### src/rtl/easyaxi_pkg.sv
`default_nettype none
// ============================================================================
// Module      : easyaxi_pkg
// Description : Shared encodings for the outstanding-slot scheduler: per-slot
//               lifecycle state and scheduler FSM state.
// Revision    : 1.0 - initial release
// ============================================================================
package easyaxi_pkg;

    // Slot lifecycle: allocated -> backend done -> drained by the scheduler
    typedef enum logic [1:0] {
        SLOT_FREE  = 2'd0,
        SLOT_BUSY  = 2'd1,
        SLOT_READY = 2'd2
    } slot_state_e;

    // Scheduler: pick a slot in IDLE, stream its beats in ISSUE
    typedef enum logic [0:0] {
        SCH_IDLE  = 1'b0,
        SCH_ISSUE = 1'b1
    } sched_state_e;

endpackage
`default_nettype wire

### src/rtl/easyaxi_rr_arb.sv
`default_nettype none
// ============================================================================
// Module      : easyaxi_rr_arb
// Description : Combinational round-robin arbiter. Searches the request
//               vector starting one above the last granted index, wrapping,
//               and reports the first requester found.
// Revision    : 1.0 - initial release
// ============================================================================
module easyaxi_rr_arb #(
    parameter int N = 16
) (
    input  logic [N-1:0]         req,
    input  logic [$clog2(N)-1:0] last_ptr,
    output logic [$clog2(N)-1:0] grant_ptr,
    output logic                 grant_any
);

    localparam int PTR_W = $clog2(N);

    logic [PTR_W-1:0] w_idx;

    // Scan offsets from farthest to nearest so the nearest requester above
    // last_ptr is the final assignment; offset N wraps onto last_ptr itself
    always_comb begin
        grant_ptr = '0;
        grant_any = 1'b0;
        w_idx     = '0;
        for (int k = N; k >= 1; k--) begin
            w_idx = last_ptr + PTR_W'(k);
            if (req[w_idx]) begin
                grant_ptr = w_idx;
                grant_any = 1'b1;
            end
        end
    end

endmodule
`default_nettype wire

### src/rtl/easyaxi_ost_sched.sv
`default_nettype none
// ============================================================================
// Module      : easyaxi_ost_sched
// Description : Outstanding-transaction slot table with a round-robin
//               response scheduler. Slots are allocated lowest-free-first,
//               marked ready by the backend, and drained one burst at a time
//               when also at the head of their ID ordering.
// Revision    : 1.0 - initial release
// ============================================================================
module easyaxi_ost_sched
    import easyaxi_pkg::*;
#(
    parameter int OST_DEPTH = 16,
    parameter int ID_WIDTH  = 4,
    parameter int LEN_WIDTH = 8
) (
    input  logic                         clk,
    input  logic                         rst,
    input  logic                         alloc_valid,
    output logic                         alloc_ready,
    input  logic [ID_WIDTH-1:0]          alloc_id,
    input  logic [LEN_WIDTH-1:0]         alloc_len,
    output logic [$clog2(OST_DEPTH)-1:0] alloc_ptr,
    input  logic                         done_valid,
    input  logic [$clog2(OST_DEPTH)-1:0] done_ptr,
    input  logic [OST_DEPTH-1:0]         order_bits,
    output logic                         resp_valid,
    input  logic                         resp_ready,
    output logic [$clog2(OST_DEPTH)-1:0] resp_ptr,
    output logic [ID_WIDTH-1:0]          resp_id,
    output logic                         resp_last
);

    localparam int PTR_W = $clog2(OST_DEPTH);

    slot_state_e          r_slot_st  [OST_DEPTH];
    logic [ID_WIDTH-1:0]  r_slot_id  [OST_DEPTH];
    logic [LEN_WIDTH-1:0] r_slot_len [OST_DEPTH];

    sched_state_e         r_fsm;
    sched_state_e         w_fsm_nxt;
    logic [PTR_W-1:0]     r_sel;
    logic [PTR_W-1:0]     r_rr;
    logic [LEN_WIDTH-1:0] r_cnt;

    logic [OST_DEPTH-1:0] w_free_vec;
    logic [OST_DEPTH-1:0] w_ready_vec;
    logic [OST_DEPTH-1:0] w_elig;
    logic [PTR_W-1:0]     w_grant_ptr;
    logic                 w_grant_any;
    logic                 w_alloc_fire;
    logic                 w_grant_take;
    logic                 w_beat_fire;
    logic                 w_last_fire;

    for (genvar gi = 0; gi < OST_DEPTH; gi++) begin : g_slot_vec
        assign w_free_vec[gi]  = (r_slot_st[gi] == SLOT_FREE);
        assign w_ready_vec[gi] = (r_slot_st[gi] == SLOT_READY);
    end

    assign w_elig       = w_ready_vec & order_bits;
    assign alloc_ready  = |w_free_vec;
    assign w_alloc_fire = alloc_valid & alloc_ready;

    // Lowest-index free slot, derived from registered state only so a slot
    // released this cycle is not offered until the next one
    always_comb begin
        alloc_ptr = '0;
        for (int i = OST_DEPTH - 1; i >= 0; i--) begin
            if (w_free_vec[i]) begin
                alloc_ptr = PTR_W'(i);
            end
        end
    end

    easyaxi_rr_arb #(
        .N (OST_DEPTH)
    ) u_rr_arb (
        .req       (w_elig),
        .last_ptr  (r_rr),
        .grant_ptr (w_grant_ptr),
        .grant_any (w_grant_any)
    );

    // Slot table: alloc, done and free always target slots in different
    // states, so the three updates never collide on one slot
    always_ff @(posedge clk) begin
        if (rst) begin
            for (int i = 0; i < OST_DEPTH; i++) begin
                r_slot_st[i]  <= SLOT_FREE;
                r_slot_id[i]  <= '0;
                r_slot_len[i] <= '0;
            end
        end else begin
            for (int i = 0; i < OST_DEPTH; i++) begin
                if (w_alloc_fire && (alloc_ptr == PTR_W'(i))) begin
                    r_slot_st[i]  <= SLOT_BUSY;
                    r_slot_id[i]  <= alloc_id;
                    r_slot_len[i] <= alloc_len;
                end else if (done_valid && (done_ptr == PTR_W'(i)) &&
                             (r_slot_st[i] == SLOT_BUSY)) begin
                    r_slot_st[i] <= SLOT_READY;
                end else if (w_last_fire && (r_sel == PTR_W'(i))) begin
                    r_slot_st[i] <= SLOT_FREE;
                end
            end
        end
    end

    // Scheduler state register
    always_ff @(posedge clk) begin
        if (rst) begin
            r_fsm <= SCH_IDLE;
        end else begin
            r_fsm <= w_fsm_nxt;
        end
    end

    // Scheduler next state and handshake decode
    always_comb begin
        w_fsm_nxt    = r_fsm;
        resp_valid   = 1'b0;
        w_grant_take = 1'b0;
        w_beat_fire  = 1'b0;
        w_last_fire  = 1'b0;
        case (r_fsm)
            SCH_IDLE: begin
                if (w_grant_any) begin
                    w_grant_take = 1'b1;
                    w_fsm_nxt    = SCH_ISSUE;
                end
            end
            SCH_ISSUE: begin
                resp_valid = 1'b1;
                if (resp_ready) begin
                    w_beat_fire = 1'b1;
                    if (resp_last) begin
                        w_last_fire = 1'b1;
                        w_fsm_nxt   = SCH_IDLE;
                    end
                end
            end
            default: w_fsm_nxt = SCH_IDLE;
        endcase
    end

    // Grant latch, round-robin pointer and beat counter
    always_ff @(posedge clk) begin
        if (rst) begin
            r_sel <= '0;
            r_rr  <= PTR_W'(OST_DEPTH - 1);
            r_cnt <= '0;
        end else if (w_grant_take) begin
            r_sel <= w_grant_ptr;
            r_rr  <= w_grant_ptr;
            r_cnt <= '0;
        end else if (w_beat_fire && !w_last_fire) begin
            r_cnt <= r_cnt + 1'b1;
        end
    end

    assign resp_ptr  = r_sel;
    assign resp_id   = r_slot_id[r_sel];
    assign resp_last = (r_fsm == SCH_ISSUE) && (r_cnt == r_slot_len[r_sel]);

endmodule
`default_nettype wire

### config.mk
export PLATFORM = sky130hd
export DESIGN_NAME = easyaxi_ost_sched
export DESIGN_NICKNAME = d
export VERILOG_FILES = /design/src/rtl/easyaxi_pkg.sv /design/src/rtl/easyaxi_rr_arb.sv /design/src/rtl/easyaxi_ost_sched.sv
export SDC_FILE = /design/constraint.sdc
export NUM_CORES = 1
export LEC_CHECK = 0
export CAP_MARGIN = 20
export CORE_MARGIN = 2
export CORE_UTILIZATION = 37
export DETAILED_ROUTE_END_ITERATION = 10
export HOLD_SLACK_MARGIN = 0.1
export PLACE_DENSITY = 0.5
export SLEW_MARGIN = 20
export SYNTH_ARGS = -nofsm -noshare
export SYNTH_HDL_FRONTEND = slang
export SYNTH_SLANG_ARGS = --single-unit
### constraint.sdc
create_clock -name clk -period 10.4 [get_ports clk]
set_clock_uncertainty 0.2 [all_clocks]
set_input_delay 1.04 -clock clk [delete_from_list [all_inputs] [get_ports clk]]
set_output_delay 1.04 -clock clk [all_outputs]
set_load 0.01 [all_outputs]
# Word-level counts from Yosys, hierarchy flattened

Memories as Yosys holds them, arrays and structs flattened. A register that Yosys moved wholly into a read port is not among the register bits.
Cells that the tools add are included.

Bits in writable memories: 224
Output and inout bits: 15
Bits in registers: 17
Word-level logic and storage cells: 657
Memories kept: 3

Memory list:

| name       | words | bits a word | rd ports | clocked after Yosys merged registers in | write ports | RTL line                | source |
|---|---|---|---|---|---|---|---|
| r_slot_len | 16    | 8           | 1        | 1                                       | 16          | easyaxi_ost_sched.sv:38 | `logic [LEN_WIDTH-1:0] r_slot_len [OST_DEPTH];` |
| r_slot_id  | 16    | 4           | 1        | 1                                       | 16          | easyaxi_ost_sched.sv:37 | `logic [ID_WIDTH-1:0] r_slot_id [OST_DEPTH];` |
| r_slot_st  | 16    | 2           | 16       | 0                                       | 16          | easyaxi_ost_sched.sv:36 | `slot_state_e r_slot_st [OST_DEPTH];` |

Reduce and logical (&&, ||, !) cells: 88
Bitwise gates (word level): 83
$add $sub $neg: 16
Eq/ne operators: 78
Order comparisons: 16
Mux-type cells: 369

Operators by type and width:

| kind                                                       | number |
|---|---|
| two-way mux 1 bit                                          | 236 |
| two-way mux 4 bit                                          | 52 |
| two-way mux 8 bit                                          | 16 |
| == test 4 bit, second input constant                       | 24 |
| two-way mux 2 bit                                          | 48 |
| less-than comparator 4 x 5 -> 1 bit, second input constant | 16 |
| bitwise OR 1 bit                                           | 80 |
| logical AND 1 bit                                          | 66 |
| binary-select mux 1 bit (select 4 bit)                     | 16 |
| == test 4 x 3 -> 1 bit, second input constant              | 12 |
| adder 4 bit, second input constant                         | 8 |
| == test 2 x 1 -> 1 bit, second input constant              | 16 |
| == test 2 bit, second input constant                       | 16 |
| logical NOT 2 bit                                          | 16 |
| == test 4 x 2 -> 1 bit, second input constant              | 6 |
| adder 4 x 3 -> 4 bit, second input constant                | 4 |
| AND 16 bit                                                 | 1 |
| OR reduction 16 bit                                        | 1 |
| == test 4 x 1 -> 1 bit, second input constant              | 3 |
| logical NOT 4 bit                                          | 3 |
| adder 4 x 2 -> 4 bit, second input constant                | 2 |
| adder 8 x 1 -> 8 bit, second input constant                | 1 |
| == test 8 bit                                              | 1 |
| adder 4 x 1 -> 4 bit, second input constant                | 1 |
| 5 further kinds                                            | 5 |

# Logic depth before layout (Yosys ltp)

Gate-level depths: netlist of run 1.

Depth in word-level cells: 25
Depth in mapped cells: 18
Depth with buffers taken out: 12

# Modules after synthesis

From an unflattened synthesis of run 1, not the netlist that was laid out.

Cell total of the unflattened synthesis: 1049
Area total of the unflattened synthesis: 12967.4 um2

By module, submodules not included:

| module            | instances | area each (um2) | cells an instance | sequential area each (um2) |
|---|---|---|---|---|
| easyaxi_ost_sched | 1         | 11011.8         | 824               | 7146.9 |
| easyaxi_rr_arb    | 1         | 1955.6          | 225               | 0.0 |

# Worst setup path before layout of run 1

Ideal clock, no wire load.

Path type: register to register
From: reg r_rr[1]
To: reg r_rr[2]
Library setup time: 145 ps
Cell stages (with the launch flop): 16
Arrival: 3746 ps
Required time: 10055 ps
Path slack: 6308 ps
Buffers on the path: 5
Path through: dfxtp_1 > buf_4 > inv_2 > buf_2 > buf_2 > ha_1 > xor2_1 > clkbuf_1 > mux4_2 > mux4_2 > nor4b_1 > a41oi_1 > or2_1 > buf_2 > nor2_1 > a41oi_1

Word-level cells in the longest chain between the ends: 20
Elaborated cells between the ends (all ways): 81

RTL lines:

| what                                                                               | RTL line                                   | source |
|---|---|---|
| from (decl)                                                                        | easyaxi_ost_sched.sv:43                    | `logic [PTR_W-1:0] r_rr;` |
| from (signal assigned)                                                             | easyaxi_ost_sched.sv:151                   | `r_rr <= PTR_W'(OST_DEPTH - 1);` |
| from (signal assigned)                                                             | easyaxi_ost_sched.sv:155                   | `r_rr <= w_grant_ptr;` |
| adder 4 bit / binary-select mux 1 bit (select 4 bit) (equally long branches)       | easyaxi_rr_arb.sv:29, easyaxi_rr_arb.sv:30 |  |
| binary-select mux 1 bit (select 4 bit) / two-way mux 1 bit (equally long branches) | easyaxi_rr_arb.sv:30                       | `if (req[w_idx]) begin` |
| two-way mux 1 bit (not written as such)                                            | easyaxi_rr_arb.sv:30                       |  |
| two-way mux 1 bit (15 in a row)                                                    | easyaxi_rr_arb.sv:30                       |  |
| two-way mux 1 bit                                                                  | easyaxi_ost_sched.sv:128                   | `if (w_grant_any) begin` |
| two-way mux 1 bit                                                                  | easyaxi_ost_sched.sv:126                   | `case (r_fsm)` |

Parallel ways exist; a longest one is shown, timed or not. The select of a mux whose other input is x is not followed.
A chain may end at the register's enable or synchronous reset.

# Worst setup path in the final report of run 1

From: reg r_rr[0]
To: reg r_rr[2]

The elaborated chain is that of the path after synthesis.

==> reports/summary.txt, run 1 <==
Outcome: finished, final reports clean
Diodes inserted: 0
Worst-Skew Late Latency: 550 ps
Hold WC Path Type: flop to flop
CP Capture Type: flop
Post_cts resized: 0
Synthesized Nets: 1157
Initial core utilization: 0.373
Power Dens Cells: 241 nW/um^2
Biggest area consumer among synthesized cells: edfxtp_1
Top post-synthesis cells by area: edfxtp_1 50%, mux4_2 16%, nor2_1 6.2%
CTS max path bufs: 3
Simple-gate area share of the yosys netlist: 0.155
Largest family of logic cells by synthesized area: multiplexers
Post-synth top flop: edfxtp_1
Hold-fix buffers, CTS: 0
Fin crit share: 0.566
Mux contribution to synthesized area: 0.174
Fraction of registers with async set/reset: 0
Row count: 70
Max IR drop VDD: 0.148 mV
Syn Area/Cell: 12.2 um^2
Die Footprint: 38200 um^2
Seq/Total Area, Yosys: 0.527
Met2 wire length: 20400 um
Wire per inst: 26.6 um
EDFF count, synth: 224
Post-synthesis xor/xnor area fraction: 0.0180
Final nets: 1188
First-pass GRT wire length: 64300 um
Leakage: 5.44 nW
Initial antenna violation count: 1
Library cells used by synthesis: 69
Post-layout minimum cycle time: 5890 ps
Total track usage: 0.228
Hold Worst Slack: 355 ps
Root Driver: clkbuf_16
Worst Hold End: r_cnt[7]
Max Freq: 170 MHz
Unrepaired setup endpoints after global routing: no
Number of port buffers: 51
RR Endpoint: r_rr[2]
Die width: 195 um
R2R depth: 13
CP Depth: 13
Final Hold Viols: 0
Synth Area in Compound Gates: 0.0875
Vias/cell: 6.01
Setup TNS: 0 ps
Routability congestion estimate: 0.894
CP max stage delay: 880 ps
Final setup violation count: 0
Wl on met1: 19400 um
WP data arrival: 6060 ps
FILL cells: 3362
# DRC: 0
Synth Cell Area: 13600 um^2
Design Area, Final: 15400 um^2
Setup Fix Bufs, Post-CTS: 0
Post-Synth Adder-Cell Area: 0.00738
Die height: 195 um
DRT antenna net count: 0
Top cell type's share of synthesized area: 0.496
Worst Hold Launch: r_cnt[7]
Highest metal used: met4
Top delay family on crit path: simple AND/OR/NAND/NOR gates
Total grt overflow: 0
Vias in the first global route: 9668
R2R setup slack: 4510 ps
CTS clock-pin slew for the worst setup and hold paths: 60 ps
Max-slew headroom: 0.292
CP max stage cell: ha_2
Worst path bufs/invs: 3
Reg-to-Reg Start: r_rr[0]
Ports: 52
Startpoint Class: flop
Cell chain of the critical path: buf_4 -> inv_1 -> ha_2 -> inv_2 -> mux4_2 -> mux2i_1 -> mux2i_1 -> nand2_1 -> nor4b_1 -> a41oi_1 -> or2_1 -> nor2_1 -> a41oi_1
First-pass DRT Iterations: 5
Placed Area: 14500 um^2
Metal3 WL: 2670 um
Crit Path Category: flop to flop
CTS tree: built
Iter 0 DRT Violations: 991
Synthesized flop and latch total: 245
Synthesis warning total: 0
CTS Sinks: 245
P&R area growth vs syn: 13.8%
CP Max Fanout: 47
Hpwl dp: 29200 um
Ratio of cells with drive above 1 in the final layout: 0.150
CTS Buf Count: 27
Post-Syn Instances: 1112
Final core utilization: 0.425
Slew Viols, Final: 0
Worst Path Required: 10580 ps
Routed via count: 9795
Hold path depth: 2
Core Region: 36300 um^2
Actual slew at the worst max-slew pin: 1050 ps
Final wirelength: 43300 um
Maxcap violations: 0
Largest net degree at the start of global routing: 48
CTS H-tree lvls: 1
==> logic make-up after synthesis <==
| group | Yosys count |
|---|---|
| buffers and inverters | 105 |
| flip-flops | 245 |
| multiplexers | 116 |
| AND/OR/NAND/NOR | 436 |
| adder cells (fa/ha/maj) | 8 |
| AO/OA/AOI/OAI | 175 |
| XOR/XNOR | 27 |
==> layout make-up <==
type	instances	area [um^2]	share of cell area
well taps	468	586	0.0379
flip-flops and latches	245	7150	0.463
multi-input cells	762	6000	0.388
inverters	36	135	0.00875
clock inverters	18	229	0.0148
clock buffers	29	683	0.0442
repair buffers	71	661	0.0428
==> registers in the layout (all words and copies together) (netlist names), named ones only <==
| name | count |
|---|---|
| r_slot_len | 128 |
| r_slot_id | 64 |
| r_slot_st | 32 |
| r_cnt | 8 |
| r_rr | 4 |
| resp_ptr | 4 |
| r_fsm | 1 |
==> synth_stat cells (all sizes together) (5+ instances only) <==
library cell	n
nor2	224
o211ai	19
o21ai	35
o22ai	8
a21oi	40
clkbuf	43
edfxtp	224
ha	8
xnor2	20
o21a	7
and3b	16
nand4	13
inv	35
nand4b	19
nand3	11
nand2	70
xor2	7
dfxtp	21
nor3	15
mux4	95
o21bai	7
a31oi	5
o2111ai	5
and3	16
or2	5
a2111oi	6
a21o	5
mux2i	17
buf	26
nand3b	20
a211oi	5
==> cells in the final DEF, fill, tap and decap left out, types with 19 or more instances in the layout <==
cell	Yosys	routed
buf_4	3	20
nor2_1	224	224
o211ai_1	19	19
inv_1	33	33
clkbuf_16	0	27
clkdlybuf4s50_1	0	51
nand2_1	70	70
a21oi_1	40	40
o21ai_0	33	33
mux4_2	95	95
edfxtp_1	224	224
xnor2_1	19	19
nand3b_1	20	20
nand4b_1	19	19
==> per-stage QoR <==
| step | worst slack (ps) | std cells | total power, mW |
|---|---|---|---|
| final | 4510 | 1629 | 3.72 |
| after global routing | 4180 | 1629 | 3.91 |
| after CTS | 4280 | 1629 | 3.73 |
| after detailed placement | 4300 | 1582 | 2.73 |
| after global placement | 4290 | 1582 | 2.75 |
| after floorplan | 6310 | 1112 | 2.30 |
==> layer usage <==
metal | vias to the layer above | GRT usage
met3 | 64 | 0.0311
met2 | 341 | 0.363
li1 | 4333 | -
met4 | 0 | 0.0517
met1 | 5057 | 0.332
met5 | - | 0
==> how the worst max path moves through the flow <==
stage	startpoint	endpoint	slack, ps
detailed placement	r_rr[0]	r_rr[2]	4300
CTS	r_rr[0]	r_rr[2]	4280
finish	r_rr[0]	r_rr[2]	4510
global placement	r_rr[0]	r_rr[2]	4290
floorplan	r_rr[1]	r_rr[2]	6310
global route	r_rr[0]	r_rr[2]	4180
==> worst min-delay path, cell delays in order, from the launching register on <==
cell	delay [ps]
dfxtp_1	370
xor2_1	80
nor2_1	70
==> where the power goes <==
part | switching [mW] | internal, mW
Clock | 0.396 | 0.598
Combinational | 0.893 | 0.624
Sequential | 0.0575 | 1.15
Total | 1.35 | 2.37
No activity file was read; power rests on OpenSTA's default activity.
==> run 2: changes to the inputs <==
Clock period 10.4 ns to 5.92 ns, I/O delays scaled along.
==> run 2 against run 1 <==
Effect of this change:
- cell area hardly changed
- setup slack worse by 3400 ps
- clock-buffer cell count is 7 higher
- critical endpoint is now resp_last
- highest routed layer unchanged
- cell count is 0.49% higher
- sequential share of layout area hardly changed
==> reports/summary.txt, run 2 (synthesized netlist as in run 1, its figures left out) <==
Max IR drop VDD: 0.249 mV
NetSw: 2.37 mW
Vias in the first global route: 9800
Hold WC Path Type: flop to flop
Sequential share of power: 0.344
CP max stage delay: 810 ps
Final wirelength: 43800 um
Wire per inst: 26.7 um
Leakage: 5.45 nW
Ratio of cells with drive above 1 in the final layout: 0.152
Routed via count: 9826
Initial antenna violation count: 0
Post_cts resized: 0
Hpwl dp: 29500 um
Final Non-Filler Cells: 1637
Row count: 70
Overall power: 6.42 mW
Placed Cells: 1588
Design Area, Final: 15400 um^2
Fin crit share: 0.818
Hold-fix buffers, CTS: 0
P&R area growth vs syn: 13.8%
Die height: 195 um
Core Region: 36300 um^2
Switching Fraction: 0.369
Final setup violation count: 0
Max FFs per register: 128
Power Dens Cells: 416 nW/um^2
Ports: 52
Total grt overflow: 0
WP data arrival: 4050 ps
Slew Viols, Final: 0
R2R depth: 11
Most used cell along the critical path: mux4_2
CTS Buf Count: 28
Worst Path Required: 5130 ps
Worst-Skew Late Latency: 570 ps
Iter 0 DRT Violations: 1051
Crit Path Category: flop to primary output
# DRC: 0
Setup WS post-layout: 1080 ps
Cell chain of the critical path: buf_4 -> mux4_2 -> mux4_2 -> xnor2_1 -> nand2_1 -> nor3_2 -> clkdlybuf4s50_1
First-pass DRT Iterations: 7
CP Max Fanout: 34
Hold path depth: 2
Hold Worst Slack: 352 ps
Total track usage: 0.230
Diodes inserted: 0
CTS H-tree lvls: 1
Largest net degree at the start of global routing: 47
Routability congestion estimate: 0.936
Setup Fix Bufs, Post-CTS: 0
Die width: 195 um
Startpoint Class: flop
Final Hold Viols: 0
FILL cells: 3388
CTS max path bufs: 3
Place WS: 1380 ps
Max Freq: 206 MHz
Max-slew headroom: 0.349
Clock power frac: 0.253
Internal: 4.05 mW
Largest registers: r_slot_len: 128 flops, r_slot_id: 64 flops, r_slot_st: 32 flops
Most frequent cells in the layout: 224 x nor2_1, 224 x edfxtp_1, 95 x mux4_2, 70 x nand2_1, 51 x clkdlybuf4s50_1
Die Footprint: 38200 um^2
Final nets: 1195
Root Driver: clkbuf_16
Top reg by flops: r_slot_len
Final core utilization: 0.425
Actual slew at the worst max-slew pin: 961 ps
Unrepaired setup endpoints after global routing: no
CP Capture Type: primary output
DRT antenna net count: 0
CTS tree: built
Vias/cell: 6.00
Number of port buffers: 51
Setup TNS: 0 ps
Outcome: finished, final reports clean
CTS clock-pin slew for the worst setup and hold paths: 60 ps
Post-layout minimum cycle time: 4840 ps
CP max stage cell: dfxtp_4
CTS Sinks: 245
Placed Area: 14600 um^2
Maxcap violations: 0
First-pass GRT wire length: 64600 um
Comb power frac: 0.402
Initial core utilization: 0.373
## run 2: critical path, delay by kind of cell, from the launching register on
family | cells | cell delay [ps]
flops | 1 | 810
simple gates | 2 | 370
mux | 2 | 1080
buf+inv | 2 | 1060
xor+xnor | 1 | 160
## run 2: final timing paths
kind                                from  slack, ps   endpoint
worst max-delay path                flop       1080  resp_last
worst max register to register   r_rr[2]       1220       flop
worst min register to register  r_cnt[7]        350   r_cnt[7]
worst min-delay path            r_cnt[7]        350   r_cnt[7]
## run 2: area by class of cell
type	count	area, um^2	share of cell area
clock inverter	13	116	0.00754
inverter	36	135	0.00875
tap	468	586	0.0379
clock buffer	36	741	0.0480
timing repair buffer	77	706	0.0457
multi-input combinational	762	6000	0.389
sequential	245	7150	0.463
## run 2: layer usage
metal / part of all wire / GRT usage / up-vias
met5: 0 / 0 / -
met4: 0.029 / 0.0630 / 0
met3: 0.070 / 0.0434 / 85
met2: 0.45 / 0.360 / 387
met1: 0.45 / 0.330 / 5004
li1: - / - / 4350
## run 2: power by group through the flow
stage | Sequential, mW | Clock [mW] | Combinational [mW]
detailed placement | 2.25 | 0 | 2.55
CTS | 2.22 | 1.64 | 2.56
global placement | 2.25 | 0 | 2.56
finish | 2.21 | 1.63 | 2.58
floorplan | 2.10 | 0 | 1.94
global route | 2.24 | 1.72 | 2.78
==> run 3: changes to the inputs <==
Settings changed: PLACE_DENSITY 0.5 to 0.52.
Clock period 5.92 ns to 4.4 ns, I/O delays scaled along.
==> run 3 against run 2 <==
Effect of this change:
- sequential cell count did not move
- clock-buffer cell count down 7
- register-to-register slack worse by 920 ps
- critical path type unchanged
==> reports/summary.txt, run 3 (synthesized netlist as in run 1, its figures left out) <==
Worst-Skew Late Latency: 550 ps
Actual slew at the worst max-slew pin: 983 ps
P&R area growth vs syn: 16.1%
Top reg by flops: r_slot_len
Setup TNS: 0 ps
Largest registers: r_slot_len: 128 flops, r_slot_id: 64 flops, r_slot_st: 32 flops
Max-slew headroom: 0.343
Die Footprint: 38200 um^2
Max Freq: 238 MHz
Ports: 52
Initial antenna violation count: 0
Largest net degree at the start of global routing: 47
Hold WC Path Type: flop to flop
Top delay family on crit path: multiplexers
Total track usage: 0.229
Post-layout minimum cycle time: 4200 ps
Unrepaired setup endpoints after global routing: no
Multi-input gate area: 6000 um^2
CTS tree: built
Cell chain of the critical path: buf_12 -> mux4_2 -> mux4_2 -> xnor2_1 -> nand3_1 -> nor3_4 -> clkdlybuf4s50_1
WP data arrival: 3560 ps
First-pass GRT wire length: 64900 um
Diodes inserted: 0
Die height: 195 um
FILL cells: 3394
CP Max Fanout: 16
CP Capture Type: primary output
Slew Viols, Final: 0
Hold-fix buffers, CTS: 0
Hpwl dp: 30400 um
CP Depth: 7
Vias in the first global route: 9899
Routed via count: 9951
Total grt overflow: 0
Final nets: 1223
CTS clock-pin slew for the worst setup and hold paths: 60 ps
Maxcap violations: 0
Number of port buffers: 51
Crit Path Category: flop to primary output
Setup Fix Bufs, Post-CTS: 0
Final Hold Viols: 0
CTS Sinks: 245
Routability congestion estimate: 0.955
CTS Buf Count: 27
Vias/cell: 5.97
Outcome: finished, final reports clean
CTS max path bufs: 3
First-pass DRT Iterations: 5
Leakage: 5.63 nW
CP max stage cell: clkdlybuf4s50_1
Worst Path Required: 3760 ps
FF/Latch Area: 7150 um^2
Root Driver: clkbuf_16
Final setup violation count: 0
Hold path depth: 2
Most frequent cells in the layout: 224 x nor2_1, 224 x edfxtp_1, 95 x mux4_2, 70 x nand2_1, 52 x buf_4
R2R depth: 12
# DRC: 0
Iter 0 DRT Violations: 1005
Ratio of cells with drive above 1 in the final layout: 0.175
Final wirelength: 43400 um
Core Region: 36300 um^2
Power Dens Cells: 574 nW/um^2
Final Non-Filler Cells: 1666
CP max stage delay: 600 ps
Startpoint Class: flop
DRT antenna net count: 0
Fin crit share: 0.955
Wire per inst: 26.0 um
Die width: 195 um
Row count: 70
Initial core utilization: 0.373
Worst path bufs/invs: 2
Max IR drop VDD: 0.320 mV
Placed Cells: 1617
Most used cell along the critical path: mux4_2
CTS H-tree lvls: 1
Max FFs per register: 128
## run 3: worst paths after layout
check,start,endpoint,slack (ps)
min,r_cnt[1],r_cnt[1],370
max reg2reg,r_rr[2],r_rr[2],300
max,flop,resp_last,200
min reg2reg,r_cnt[1],r_cnt[1],370
## run 3: where the power goes
part	internal, mW	switching (mW)
combinational	1.62	2.17
sequential	2.72	0.150
clock	1.42	0.960
total	5.76	3.28
## run 3: routing by layer
layer | vias up | track usage | wire length, um
met1 | 5073 | 0.329 | 19500
met4 | 0 | 0.0512 | 948
met2 | 397 | 0.374 | 20200
li1 | 4411 | - | -
met5 | - | 0 | 0
met3 | 70 | 0.0292 | 2810
## run 3: timing repair
item	4_1_cts	5_1_grt
pin swaps	0	0
resized for setup	1	1
setup endpoints to repair	1	1
## run 3: area by class of cell
| cell class | instances | area share |
|---|---|---|
| clock buffers | 29 | 0.0434 |
| clock inverters | 20 | 0.0155 |
| inverters | 36 | 0.00858 |
| multi-input cells | 762 | 0.381 |
| flip-flops and latches | 245 | 0.454 |
| well taps | 468 | 0.0372 |
| repair buffers | 106 | 0.0604 |
## run 3: worst reg2reg max path, cell delays in order, from the launching register on
cell and delay (ps):
dfxtp_1 520, buf_4 320, xnor2_1 210, buf_4 220, o41ai_1 640, nor3_1 140, buf_4 180, nor3_1 110
nor4b_1 380, a41oi_1 370, or2_1 440, nor2_1 150, a41oi_1 60
## run 3: metrics by stage
stage               instance area [um^2]  power, mW  hold slack [ps]   util  setup slack (ps)
detailed placement                 14800       6.66              339  0.408               370
floorplan                          13600       5.43              300      -               308
finish                             15800       9.04              368  0.433               198
global placement                   14800       6.71              351  0.408               344
global route                       15800       9.45              388  0.433              6.69
CTS                                15700       9.04              366  0.433              60.0
